File: config.mk
export PLATFORM = sky130hd
export DESIGN_NAME = approx_mult_arbiter
export DESIGN_NICKNAME = d
export VERILOG_FILES = /design/src/rtl/approx_mult_arbiter.sv
export SDC_FILE = /design/constraint.sdc
export NUM_CORES = 1
export LEC_CHECK = 0
export ABC_AREA = 1
export CORE_MARGIN = 8
export CORE_UTILIZATION = 43
export CTS_CLUSTER_SIZE = 14
export DETAILED_ROUTE_END_ITERATION = 7
export PLACE_DENSITY = 0.87
export SETUP_SLACK_MARGIN = 0.1
export SYNTH_ARGS = -nofsm -noshare
export SYNTH_HDL_FRONTEND = slang
export SYNTH_SLANG_ARGS = --single-unit
File: constraint.sdc
create_clock -name clk -period 9.9 [get_ports clk]
set_input_delay 2.475 -clock clk [delete_from_list [all_inputs] [get_ports clk]]
set_output_delay 2.475 -clock clk [all_outputs]
set_load 0.1 [all_outputs]
File: src/rtl/approx_mult_arbiter.sv
// approx_mult_arbiter: round-robin two-stage sequencer for a shared approximate multiplier (optional APX_ERR_COMP_EN bias compensation)
module approx_mult_arbiter #(
  parameter int NREQ = 4,
  parameter int W = 16,
  parameter logic [31:0] COMP = 32'd0
) (
  input  logic                      clk,
  input  logic                      rst,
  input  logic [NREQ-1:0]           req_valid,
  output logic [NREQ-1:0]           req_ready,
  input  logic [NREQ*W-1:0]         req_a,
  input  logic [NREQ*W-1:0]         req_b,
  output logic [W-1:0]              mul_a,
  output logic [W-1:0]              mul_b,
  input  logic [2*W-1:0]            mul_p,
  output logic                      res_valid,
  input  logic                      res_ready,
  output logic [$clog2(NREQ)-1:0]   res_id,
  output logic [2*W-1:0]            res_p,
  output logic                      busy
);
  localparam int IDW = $clog2(NREQ);
  logic s1_v, s2_v, acc1, adv2, any, grant;
  logic [IDW-1:0] ptr, win, s1_id, s2_id;
  logic [2*W-1:0] s2_p, p_in;
  assign adv2 = s1_v & (~s2_v | res_ready);
  assign acc1 = ~s1_v | adv2;
  always_comb begin
    any = 1'b0;
    win = '0;
    for (int k = 0; k < NREQ; k++)
      if (!any && req_valid[(int'(ptr) + k) % NREQ]) begin
        any = 1'b1;
        win = IDW'((int'(ptr) + k) % NREQ);
      end
  end
  // rst gates the grant so req_ready is low throughout reset
  assign grant = any & acc1 & ~rst;
  assign req_ready = grant ? NREQ'(1) << win : '0;
`ifdef APX_ERR_COMP_EN
  logic [2*W:0] sum;
  assign sum = {1'b0, mul_p} + {1'b0, (2*W)'(COMP)};
  assign p_in = sum[2*W] ? '1 : sum[2*W-1:0];
`else
  assign p_in = mul_p;
`endif
  always_ff @(posedge clk or posedge rst) begin
    if (rst) begin
      s1_v  <= 1'b0;
      s2_v  <= 1'b0;
      ptr   <= '0;
      s1_id <= '0;
      s2_id <= '0;
      s2_p  <= '0;
      mul_a <= '0;
      mul_b <= '0;
    end else begin
      if (grant) begin
        s1_v  <= 1'b1;
        s1_id <= win;
        mul_a <= req_a[win*W +: W];
        mul_b <= req_b[win*W +: W];
        ptr   <= (win == IDW'(NREQ - 1)) ? '0 : win + 1'b1;
      end else if (adv2) begin
        s1_v <= 1'b0;
      end
      if (adv2) begin
        s2_v  <= 1'b1;
        s2_id <= s1_id;
        s2_p  <= p_in;
      end else if (res_ready) begin
        s2_v <= 1'b0;
      end
    end
  end
  assign res_valid = s2_v;
  assign res_id = s2_id;
  assign res_p = s2_p;
  assign busy = s1_v | s2_v;
endmodule

Word level (Yosys, flattened, before mapping):

Cells that the tools add are included.

* $add $sub $neg: 4
* $mul: 0
* div/mod/pow operators: 0
* magnitude comparators: 4
* equality and inequality tests: 1
* shifts and indexed selects: 3
* mux-type cells: 25
* bitwise gates (word level): 12
* reductions and logical operators: 11

Operator list (number)
* indexed part select 64 x 7 -> 16 bit: 2
* 2-to-1 mux 1 bit: 15
* < comparator 3 x 4 -> 1 bit (second input constant): 3
* 2-to-1 mux 2 bit: 5
* binary-select mux 1 bit (select 2 bit): 4
* OR reduction 2 bit: 3
* adder 2 x 1 -> 2 bit (second input constant): 2
* adder 2 bit (second input constant): 2
* 2-to-1 mux 4 bit: 1
* nonzero test 2 bit: 2
* left shift 1 x 2 -> 4 bit (first input constant): 1
* bitwise AND 1 bit: 3
* bitwise AND 1 bit (first input constant): 3
* logical AND 1 bit: 3
* zero test 1 bit: 3
* < comparator 2 x 3 -> 1 bit (second input constant): 1
* inverter 1 bit: 3
* bitwise OR 1 bit: 3
* == test 2 bit (second input constant): 1

* register bits after elaboration: 72
* latch bits: 0
* memory bits (writable): 0
* ROM bits: 0
* input port bits: 167
* memories: 0

Logic depth before layout (Yosys ltp):

Gate-level depths: netlist (run 1).

* depth after elaboration: 17
* mapped depth: 18
* mapped depth without buffers: 15

Least setup slack after synthesis (run 1):

Ideal clock, no wire load.

* path type: input -> output
* start: in rst
* end: out req_ready[0]
* arrival time: 6.029 ns
* path slack: 1.396 ns
* stages: 4
* path through: inv_1 > nand3_2 > clkbuf_1 > nor2_1

* word-level cells in the longest chain between the ends: 3

Ends and longest elaborated chain
* from (decl): line 8 `input logic rst,`
* inverter 1 bit: line 38 `assign grant = any & acc1 & ~rst;`
* bitwise AND 1 bit: line 38
* 2-to-1 mux 4 bit: line 39 `assign req_ready = grant ? NREQ'(1) << win : '0;`
* to (decl): line 10 `output logic [NREQ-1:0] req_ready,`

No other way between the ends.

Final worst setup path (run 1):

* start: in req_valid[1]
* end: out req_ready[1]

* word-level cells in the longest chain between the ends: 15
* elaborated cells on any way between the ends: 29
* those cells by class: 1 x shift; 20 x mux; 2 x bitwise; 6 x reduce/logical

Ends and longest elaborated chain
* from (decl): line 9 `input logic [NREQ-1:0] req_valid,`
* binary-select mux 1 bit (select 2 bit): line 32 `if (!any && req_valid[(int'(ptr) + k) % NREQ]) begin`
* 2-to-1 mux 1 bit (implied by the code): line 32
* 2-to-1 mux 1 bit: line 32
* zero test 1 bit: line 32
* logical AND 1 bit: line 32
* 2-to-1 mux 1 bit: line 32
* zero test 1 bit: line 32
* logical AND 1 bit: line 32
* 2-to-1 mux 1 bit: line 32
* zero test 1 bit: line 32
* logical AND 1 bit: line 32
* 2-to-1 mux 1 bit: line 32
* bitwise AND 1 bit (2 in a row): line 38
* 2-to-1 mux 4 bit *: line 39

Every way passes the cells marked *; elsewhere a longest branch is shown, timed or not. The select of a mux whose other input is x is not followed.

==> results.md, run 1 <==
* Clock Latency Late Sink at 340 ps
* Post-synthesis compound-gate area fraction at between 1 and 1.5%
* Post-synthesis xor/xnor area fraction at 0%
* Crit-path slowest cell: nand3_2
* Antenna violation net count after detailed routing at 0
* RSZ-0062 raised after global routing: no
* Post-CTS sizing at 0
* # DRC at 0
* Max-Cap Viols at 0
* Worst path cell trace: clkdlybuf4s50_1, inv_1, nand2_1, nand3_1, nand2_1, nand2_1, nand3_2, nand3_2, nor2_1, nand2_1, inv_1, buf_4
* Post-synthesis simple-gate area fraction at a little over two fifths
* Share of layout cells above drive strength 1 at 8.51%
* Via Count at roughly 4900
* Worst path max stage delay at 970 ps
* Final RePlAce weighted congestion at roughly 0.94
* Final Max Slew Viols at 0
* Critical path launch point type: input pin
* Mapped Nets at roughly 800
* Final number of setup-violating endpoints at 0
* Slew margin rel. at about 14%
* Most frequent CP cell: nand2_1
* Die area at approximately 14000 um2
* FF+latch count, synth at 72
* Distinct cells, synth at 23
* Pre-CTS setup slack at 1750 ps
* Measured slew at the worst slew-check pin at approximately 1300 ps
* Post-CTS setup buffer count at 0
* Synthesized area at roughly 4400 um2
* CP Capture Type: output port
* Num CTS Buffers at 9
* Hold Path Cell Cnt at 2
* Critical Path RT at around 7400 ps
* Die W at 117 um
* Filler cells at between 800 and 900
* Largest family of logic cells by synthesized area: simple AND/OR/NAND/NOR gates
* Overall Global Routing Usage at between 20% and 30%
* Clock skew at approximately 16 ps
* # IOs at 239
* Adder-Cell Fraction of Synth Area at 0%
* Vias per Instance at ~5.0
* Worst setup margin at ~1700 ps
* Final period util at 83.2%
* Area growth, synth to finish at 58.2%
* Final wirelength at 15.9 mm
* CTS tree: done
* Clock sink count at a little over 70
* Largest net degree at the start of global routing at 73
* Fmax at 0.121 GHz
* Tmin final at ~8200 ps
* Row count at 37
* Status: finished clean
* Placeable core region at 10100 um2
* DRT iter0 DRCs at around 280
* Final hold viol count at 0
* Min-delay worst type: reg2reg
* Fin nets at 996
* Post-DR wirelength/cell at between 15 and 20 um
* Die height at ~120 um
* Synthesized instance count at between 600 and 700
* Final setup TNS at 0 ps
* Initial antenna violation count at 0
* CTS max path bufs at 2
* Clk root buf: clkbuf_8
* Grt total ovfl at 0
* Vias in the first global route at roughly 5000
* Initial core utilization at 43.6%
* CTS clock-pin slew for the worst setup and hold paths at roughly 70 ps
* Yosys warnings at 0
* DP Wirelength at 12.2 mm
* First-pass GRT wire length at around 26 mm
* H-tree depth at 3
* Post-synthesis mux area share at under 10%
* Worst Path Max Fanout at 65
* Diodes inserted at 0
* Port bufs at 238
* Post-CTS Hold Buffers at 0
* R2R depth at 15
* Total iterations of the first detailed-routing run at 5
* Worst Path Arrival at ~5800 ps
* Path type of the worst setup path: in2out
* Register area share after synthesis at 40.7%
* Syn_area_per_cell at 7.13 um2
-- sequential cells by signal, indices dropped and copies added, names as in the netlist --
signal and count:
res_p 32, mul_a 16, mul_b 16, ptr 2, res_id 2, s1_id 2
res_valid 1, s1_v 1
-- logic make-up after synthesis --
group / count (synthesis)
AOI/OAI and AO/OA: 8
buffers and inverters: 63
DFF: 72
muxes: 32
and+or+nand+nor: 445
-- placed cells by master, fill, tap and decap left out --
cell type / count
a31oi_1: 1
buf_12: 2
o21ai_0: 3
o211ai_1: 1
nand3_2: 5
buf_4: 6
inv_1: 14
bufinv_16: 2
nand3_1: 6
nand4_1: 65
dfrtp_1: 72
nor2_1: 4
o21bai_1: 1
mux2_2: 32
nand2_1: 360
clkinvlp_4: 1
inv_2: 4
clkbuf_8: 10
nor2_4: 1
or2_2: 1
o21ai_1: 1
inv_6: 2
nand2_2: 3
a21oi_1: 1
clkdlybuf4s50_1: 234
inv_4: 1
clkinv_2: 1
-- worst max-delay path, delay by kind of cell --
family                 cells  cell delay (ps)
AND/OR/NAND/NOR            8             2470
buffers and inverters      4              780
-- final cells by class --
cell class	instances	area, um2	area share (%)
repair buffers	242	2430	34.7
multi-input cells	485	2300	32.8
flip-flops and latches	72	1800	25.8
well taps	136	170	2.43
clock buffers	10	138	1.97
clock inverters	6	90.1	1.29
inverters	19	73.8	1.06
-- cells in the mapped netlist --
cell,n,area (um2)
or2_2,1,6.26
buf_4,8,60.1
a21oi_1,1,5.00
dfrtp_1,72,1800
nand2_1,361,1360
o21bai_1,1,7.51
o21ai_1,1,5.00
inv_2,3,11.3
inv_4,1,6.26
nor2_1,4,15.0
inv_1,15,56.3
nand4_1,65,407
buf_2,26,130
buf_6,4,45.0
clkbuf_1,6,22.5
a31oi_1,1,6.26
nor2_4,1,11.3
nand3_2,4,40.0
nand2_2,2,12.5
nand3_1,7,35.0
o211ai_1,1,7.51
mux2_2,32,360
o21ai_0,3,15.0
-- final timing paths --
kind / start / end / slack, ps
hold / removal: mul_a[7] / mul_a[7] / 480
setup / recovery: req_valid[1] / req_ready[1] / 1670
max in group asynchronous: rst / res_p[16] / 6540
min in group asynchronous: rst / mul_b[2] / 2750
setup reg to reg: ptr[0] / mul_b[12] / 5900
hold reg to reg: mul_a[7] / mul_a[7] / 480
-- per-stage QoR --
stage	utilization, %	std cells	instance area [um2]	hold slack, ps
floorplan	-	620	4420	462
global placement	66.8	954	6770	462
detailed placement	66.8	954	6770	465
CTS	69.0	970	7000	484
global route	69.0	970	7000	506
finish	69.0	970	7000	480
-- per-layer routing --
layer  routed length (um)  vias up  global-route usage, %
met3                 1260       30                   6.57
met5                    0        -                      0
met2                 7920      227                   39.3
met4                  318        0                   7.46
li1                     -     2416                      -
met1                 6450     2222                   25.6
Power of run 1 is not shown: default switching activity piles up to over one toggle a cycle in this logic, so the estimate is an artifact.
==> run 2: changes to the inputs <==
- CORE_UTILIZATION: 43 -> 36
- PLACE_DENSITY: 0.87 -> 0.78
- clock period: 9.9 -> 6.8 ns (I/O delays scaled with it)
==> results.md, run 2 (synthesis gave the netlist of run 1 again) <==
* Status: finished clean
* Overall Global Routing Usage at 18.8% (-3.6 points)
* # DRC at 0 (unchanged)
* Filler cells at 1082 (+35%)
* Die W at 127 um (+8.0%)
* CTS tree: done
* Final period util at roughly nine tenths
* Initial core utilization at 36.8% (-6.8 points)
* # IOs at 239 (unchanged)
* Min-delay worst type: reg2reg
* Vias per Instance at 4.82 (-4.5%)
* Port bufs at 238 (unchanged)
* CTS max path bufs at 2 (unchanged)
* DP Wirelength at 11.3 mm (-7.1%)
* RSZ-0062 raised after global routing: no
* Final setup TNS at 0 ps (unchanged)
* Clock Latency Late Sink at 330 ps (about the same)
* Path type of the worst setup path: in2out
* Slew margin rel. at 30.8% (+17 points)
* Final RePlAce weighted congestion at 0.807 (-14%)
* Clk root buf: clkbuf_16
* R2R Setup Slk at 3760 ps (-2140 ps)
* Final number of setup-violating endpoints at 0 (unchanged)
* DRT iter0 DRCs at 243 (-12%)
* First-pass GRT wire length at 24.7 mm (-3.9%)
* Vias in the first global route at 4794 (-5.3%)
* Final wirelength at 15.3 mm (-4.0%)
* Final hold viol count at 0 (unchanged)
* Die height at 127 um (+8.0%)
* Grt total ovfl at 0 (unchanged)
* Post-CTS sizing at 0 (unchanged)
* Multi-input gate area at 2300 um2 (unchanged)
* Commonest cells after routing, fill and taps aside: nand2_1, clkdlybuf4s50_1, dfrtp_1
* Critical Path RT at 5100 ps (-2330 ps)
* CP Capture Type: output port
* CTS clock-pin slew for the worst setup and hold paths at 50 ps (-20 ps)
* Final Max Slew Viols at 0 (unchanged)
* Initial antenna violation count at 0 (unchanged)
* Sequential Area at 1800 um2 (unchanged)
* Fmax at ~0.16 GHz
* Largest net degree at the start of global routing at 73 (unchanged)
* H-tree depth at 3 (unchanged)
* Clock skew at 7.99 ps (-7.73 ps)
* Share of layout cells above drive strength 1 at 8.83% (+0.32 points)
* Tmin final at approximately 6000 ps
* Num CTS Buffers at 9 (unchanged)
* Clock sink count at 72 (unchanged)
* Max-Cap Viols at 0 (unchanged)
* Measured slew at the worst slew-check pin at 1030 ps (-261 ps)
* Diodes inserted at 0 (unchanged)
* Post-CTS setup buffer count at 0 (unchanged)
* Antenna violation net count after detailed routing at 0 (unchanged)
* Post-CTS Hold Buffers at 0 (unchanged)
* Die area at 16100 um2 (+17%)
* Total iterations of the first detailed-routing run at 4 (-1)
* Worst Path Max Fanout at 37 (-43%)
* Leading cell type in the layout, fill and taps excluded: nand2_1
* Post-DR wirelength/cell at 15.5 um (-5.4%)
* Via Count at 4747 (-3.0%)
* Worst Path Arrival at 4430 ps (-1330 ps)
* Critical path launch point type: input pin
* Max reg flops at 32 (unchanged)
* Fin nets at 1000 (+0.40%)
* Placeable core region at 12000 um2 (+18%)
* Row count at 40 (+8.1%)
* Area growth, synth to finish at 62.0%
## run 2: cell count changes in the layout (fill, tap and decap cells not counted), moves of 2 or more
cell,previous run,this run
clkbuf_8,10,0
buf_4,6,8
buf_12,2,4
clkinvlp_4,1,3
clkbuf_16,0,9
## run 2: final cells by class
| cell class | count | share of cell area, % |
|---|---|---|
| clock buffers | 10 | 3.20 |
| clock inverters | 6 | 1.29 |
| inverters | 19 | 1.08 |
| multi-input cells | 485 | 32.1 |
| flip-flops and latches | 72 | 25.2 |
| well taps | 147 | 2.57 |
| repair buffers | 246 | 34.7 |
## run 2: worst paths after layout
path,from,endpoint,cells after the start
max,req_valid[3],req_ready[3],12
min,mul_b[12],mul_b[12],2
max reg2reg,ptr[0],mul_b[2],15
min reg2reg,mul_b[12],mul_b[12],2
max in group asynchronous,rst,mul_b[12],3
min in group asynchronous,rst,res_valid,3
## run 2: worst max-delay path, cell delays in order
cell and delay (ps):
clkdlybuf4s50_1 470, inv_1 50, nand2_1 70, nand3_1 110
nand2_2 120, nor2_4 50, nand3_2 310, nand3_2 370
inv_2 600, nand2_1 140, nor2_1 200, buf_12 210
## run 2: metrics by stage
| step | utilization (%) | cells | cell area [um2] | hold slack, ps | worst slack (ps) |
|---|---|---|---|---|---|
| after floorplan | - | 620 | 4430 | 462 | 737 |
| after global placement | 57.0 | 969 | 6840 | 462 | 706 |
| after detailed placement | 57.0 | 969 | 6840 | 464 | 669 |
| after CTS | 59.6 | 985 | 7160 | 480 | 663 |
| after global routing | 59.6 | 985 | 7160 | 497 | 366 |
| final | 59.6 | 985 | 7160 | 476 | 665 |
## run 2: metal layers
metal	vias up	wire, um	GRT usage, %
li1	2425	-	-
met3	21	1250	5.99
met1	2115	6670	23.6
met2	186	7060	29.9
met4	0	330	6.72
met5	-	0	0
Power of run 2 is left out for the same reason.
